===== src/rtl/fetch_pkg.sv =====
// Shared definitions for the instruction-fetch stage: FSM encoding, reset PC,
// and the opcode constants the decoder agrees on.
package fetch_pkg;

    localparam int          FETCH_WIDTH      = 32;
    localparam logic [31:0] DEFAULT_RESET_PC = 32'h0000_0000;

    localparam logic [5:0] OP_J   = 6'b000010;
    localparam logic [5:0] OP_BEQ = 6'b000100;
    localparam logic [5:0] OP_BNE = 6'b000101;

    typedef enum logic [1:0] {
        ST_START = 2'd0,
        ST_FETCH = 2'd1,
        ST_HOLD  = 2'd2
    } state_e;

    function automatic logic [31:0] sign_ext16(input logic [15:0] v);
        return {{16{v[15]}}, v};
    endfunction

endpackage


===== src/rtl/fetch_nextpc.sv =====
// Next-PC computation: sequential, conditional branch (beq/bne) and jump targets.
module fetch_nextpc
    import fetch_pkg::*;
(
    input  logic [31:0] pc,
    input  logic [31:0] instr,
    input  logic        branch,
    input  logic        bne,
    input  logic        jump,
    input  logic        zero,
    output logic [31:0] pcplus4,
    output logic [31:0] next_pc
);

    logic [31:0] signimm_s;
    logic [31:0] btarget_s;
    logic [31:0] jtarget_s;
    logic        taken_s;
    logic        unused_op_s;

    // Opcode is decoded upstream; this block only consumes decoder controls.
    assign unused_op_s = ^instr[31:26];

    // Target selection; jump wins over any branch asserted alongside it.
    always_comb begin
        pcplus4   = pc + 32'd4;
        signimm_s = sign_ext16(instr[15:0]);
        btarget_s = pcplus4 + {signimm_s[29:0], 2'b00};
        jtarget_s = {pcplus4[31:28], instr[25:0], 2'b00};
        taken_s   = (branch & zero) | (bne & ~zero);
        if (jump) begin
            next_pc = jtarget_s;
        end else if (taken_s) begin
            next_pc = btarget_s;
        end else begin
            next_pc = pcplus4;
        end
    end

endmodule


===== src/rtl/fetch_unit.sv =====
// Instruction-fetch stage: owns the PC, handshakes with a variable-latency
// instruction memory and presents one instruction at a time to decode.
module fetch_unit
    import fetch_pkg::*;
#(
    parameter logic [31:0] RESET_PC = DEFAULT_RESET_PC,
    parameter int          WIDTH    = FETCH_WIDTH
) (
    input  logic             clk,
    input  logic             reset,
    output logic             imem_req,
    output logic [WIDTH-1:0] imem_addr,
    input  logic             imem_ack,
    input  logic [WIDTH-1:0] imem_rdata,
    output logic [WIDTH-1:0] instr,
    output logic             instr_valid,
    input  logic             instr_ready,
    output logic [WIDTH-1:0] pc,
    output logic [WIDTH-1:0] pcplus4,
    input  logic             branch,
    input  logic             bne,
    input  logic             jump,
    input  logic             zero,
    output logic [WIDTH-1:0] retired_count
);

    localparam logic [31:0] RESET_PC_ALIGNED = {RESET_PC[31:2], 2'b00};

    state_e      state_q, state_d;
    logic [31:0] pc_q, pc_d;
    logic [31:0] instr_q, instr_d;
    logic [31:0] retired_q, retired_d;
    logic [31:0] next_pc_s;

    fetch_nextpc u_nextpc (
        .pc      (pc_q),
        .instr   (instr_q),
        .branch  (branch),
        .bne     (bne),
        .jump    (jump),
        .zero    (zero),
        .pcplus4 (pcplus4),
        .next_pc (next_pc_s)
    );

    // State and datapath registers; reset discards any in-flight instruction.
    always_ff @(posedge clk or negedge reset) begin
        if (!reset) begin
            state_q   <= ST_START;
            pc_q      <= RESET_PC_ALIGNED;
            instr_q   <= 32'h0000_0000;
            retired_q <= 32'h0000_0000;
        end else begin
            state_q   <= state_d;
            pc_q      <= pc_d;
            instr_q   <= instr_d;
            retired_q <= retired_d;
        end
    end

    // Next state; controls and memory data are only looked at in the one
    // state where they matter, so X elsewhere never reaches a register.
    always_comb begin
        state_d   = state_q;
        pc_d      = pc_q;
        instr_d   = instr_q;
        retired_d = retired_q;
        case (state_q)
            ST_START: begin
                state_d = ST_FETCH;
            end
            ST_FETCH: begin
                if (imem_ack) begin
                    instr_d = imem_rdata;
                    state_d = ST_HOLD;
                end else begin
                    state_d = ST_FETCH;
                end
            end
            ST_HOLD: begin
                if (instr_ready) begin
                    pc_d      = next_pc_s;
                    retired_d = retired_q + 32'd1;
                    state_d   = ST_FETCH;
                end else begin
                    state_d = ST_HOLD;
                end
            end
            default: begin
                state_d = ST_START;
            end
        endcase
    end

    // Handshake outputs decoded straight from the state register.
    always_comb begin
        imem_req    = 1'b0;
        instr_valid = 1'b0;
        case (state_q)
            ST_FETCH: imem_req    = 1'b1;
            ST_HOLD:  instr_valid = 1'b1;
            default: begin
                imem_req    = 1'b0;
                instr_valid = 1'b0;
            end
        endcase
    end

    assign imem_addr     = pc_q;
    assign pc            = pc_q;
    assign instr         = instr_q;
    assign retired_count = retired_q;

endmodule


===== config.mk =====
export PLATFORM = sky130hd
export DESIGN_NAME = fetch_unit
export DESIGN_NICKNAME = d
export VERILOG_FILES = /design/src/rtl/fetch_pkg.sv /design/src/rtl/fetch_nextpc.sv /design/src/rtl/fetch_unit.sv
export SDC_FILE = /design/constraint.sdc
export NUM_CORES = 1
export LEC_CHECK = 0
export BUFFER_PORTS_ARGS = -buffer_cell sky130_fd_sc_hd__buf_2
export CAP_MARGIN = 20
export CORE_MARGIN = 10
export CORE_UTILIZATION = 40
export CTS_CLUSTER_SIZE = 24
export DETAILED_ROUTE_END_ITERATION = 12
export SYNTH_ARGS = -nofsm -noshare
export SYNTH_HDL_FRONTEND = slang
export SYNTH_SLANG_ARGS = --single-unit
export TNS_END_PERCENT = 1

===== constraint.sdc =====
create_clock -name clk -period 4.7 [get_ports clk]
set_input_delay 0.47 -clock clk [delete_from_list [all_inputs] [get_ports clk]]
set_output_delay 0.47 -clock clk [all_outputs]
set_load 0.05 [all_outputs]

==> impl_metrics.toml <==
[global_routing]
antenna_found_initial = 1
first_global_vias = 6103
grt-ovfl-total = 0
grt_pass1_wl_um = 34200
grt_max_degree = 69
grtUsageTotal_pct = 18.8

[critical_path]
path_cells = "ha_1 -> and3_1 -> and2_1 -> nand2_1 -> nor3_1 -> xor2_1 -> ha_1 -> a21oi_1 -> o21bai_1 -> a21oi_1 -> nor2_1 -> a211oi_1 -> o21ai_0 -> mux2i_1 -> mux2i_1 -> o221ai_1"
cp.required_ns = 4.93
worstSetupPathType = "reg -> reg"
path_max_fanout = 8
arrival_ns = 4.40
endpoint_kind = "flip-flop"
cp-start-kind = "flip-flop"
max_stage_delay_ns = 0.47
critPathSlowestCell = "dfrtp_1"

[clock_tree]
htree_levels = 3
cts_hold_buf = 0
cts_sinks = 96
cts_tree = "built"
clkTransAtPathRegs_ns = 0.08
cts-root-buf = "clkbuf_16"
clock_path_buffers = 2
cts_buffers = 9
clk_latency_ns = 0.36
ctsResizeCount = 0
cts_setup_buffers = 0

[placement]
place_hpwl_um = 16600
gp_congestion = 0.913
portBuffers = 195

[timing]
tns_ns = 0
whs_ns = 0.227
fin_crit_sh_pct = 88.8
slew_headroom_pct = 29.3
finalSetupViolCount = 0
tightest_slew_ns = 1.06
rsz0062_at_grt = "false"
timing.fmax_mhz = 240
hold_viol_final = 0
skew_ns = 0.00834
min_period_ns = 4.17
finalMaxSlewViolations = 0

[layout]
mostFrequentLayoutCells = "buf_2, dfrtp_1, nand2_1"
drive_gt1_share_pct = 29.0
antenna_cells = 0
final_common_cell = "buf_2"
fin_nets = 994
fillers = 1667
syn_to_final_growth_pct = 17.2

[logic_synthesis]
ys_async_sr_fraction_pct = 100
synth_flop_cell = "dfrtp_1"
syn_inst = 766
yosys_warnings = 0
synth-seq-cells = 96
synth_edf_count = 0
synth_cell_types = 71
yosysSeqAreaShare_pct = 34.8
avgSynthCellArea_um2 = 9.00
syn-cell-area_um2 = 6890

[worst_hold_path]
hold_path_class = "in -> async"

[floorplan]
placementRows = 47
initial_core_util_pct = 41.1
chipWidth_um = 151
core_area_um2 = 16800
chipHeight_um = 151
ioPinCount = 202
die_area_um2 = 22900

[drt]
drc = 0
wl_um = 21800
ant_nets = 0
post_drt_wl_per_cell_um = 19.1
firstDrtPassIters = 5
viasPerCell = 5.51
vias = 6291
drtIter0Drc = 406

[flow_run]
maxCapViolations = 0

[run_status]
status = "completed"
## synthesized netlist by cell type (21+ instances only)
master   number  area [µm²]
a21oi_1      53         265
buf_4        37         278
dfrtp_1      96        2400
ha_1         37         463
inv_1        21        78.8
mux2_2       33         372
nand2_1      75         282
nand3_1      23         115
nand4_1      23         144
nor2_1       55         206
o21ai_0      41         205
xnor2_1      48         420
xor2_1       32         280
## cells by family (layout without fill, tap and decap cells)
family	after synthesis	in the layout	synth area share [%]
AOI/OAI and AO/OA	186	186	17.5
other	1	6	0.0544
adders and majority gates	38	38	7.01
muxes	38	38	6.12
xor gates and xnor gates	80	80	10.2
buffers and inverters	87	237	7.20
and+or+nand+nor	240	240	17.1
DFF	96	96	34.8
## registers in the layout, summed over array words and instances (netlist names)
register and flops:
instr 32, retired_count 32, imem_addr 30, state_q 2
## final timing paths
path	from	to	slack, ns	depth (start not counted)
worst max-delay path	imem_addr[2]	imem_addr[31]	0.53	16
worst min-delay path	reset	instr[31]	0.23	1
worst max register to register	imem_addr[2]	imem_addr[31]	0.53	16
worst min register to register	retired_count[31]	retired_count[31]	0.47	1
max in group asynchronous	reset	imem_addr[11]	3.55	2
min in group clk	imem_rdata[28]	instr[28]	0.33	2
## through the flow
stage	std cells	worst slack (ns)	area, µm²	utilization, %
5_1_grt	1141	0.0927	8080	48.2
4_1_cts	1141	0.567	8080	48.2
6_report	1141	0.529	8080	48.2
3_3_place_gp	1125	0.730	7790	46.5
3_5_place_dp	1125	0.584	7790	46.5
2_1_floorplan	771	0.0148	6910	-
## critical path: cells and delay by family, from the launching register on
kind / cells / cell delay [ns]
AO/OA/AOI/OAI: 6 / 1.18
XOR/XNOR: 1 / 0.28
multiplexers: 2 / 0.52
flip-flops: 1 / 0.47
adder cells (fa/ha/maj): 2 / 0.66
AND/OR/NAND/NOR: 5 / 0.92
## final cells by class
type / count / area, µm² / share of cell area, %
timing repair buffer: 200 / 1020 / 12.6
clock buffer: 9 / 225 / 2.79
tap: 220 / 275 / 3.41
inverter: 21 / 78.8 / 0.975
multi-input combinational: 588 / 4020 / 49.7
clock inverter: 7 / 66.3 / 0.821
sequential: 96 / 2400 / 29.7
## per-layer routing
metal / track usage (%) / wire length, µm
met1: 25.0 / 9740
met2: 30.2 / 10300
met3: 3.76 / 1480
met4: 5.29 / 277
met5: 0 / 19
Power is left out: the tool's default activity adds up to more than one toggle a clock period on the data nets, which glitch-free logic cannot reach.
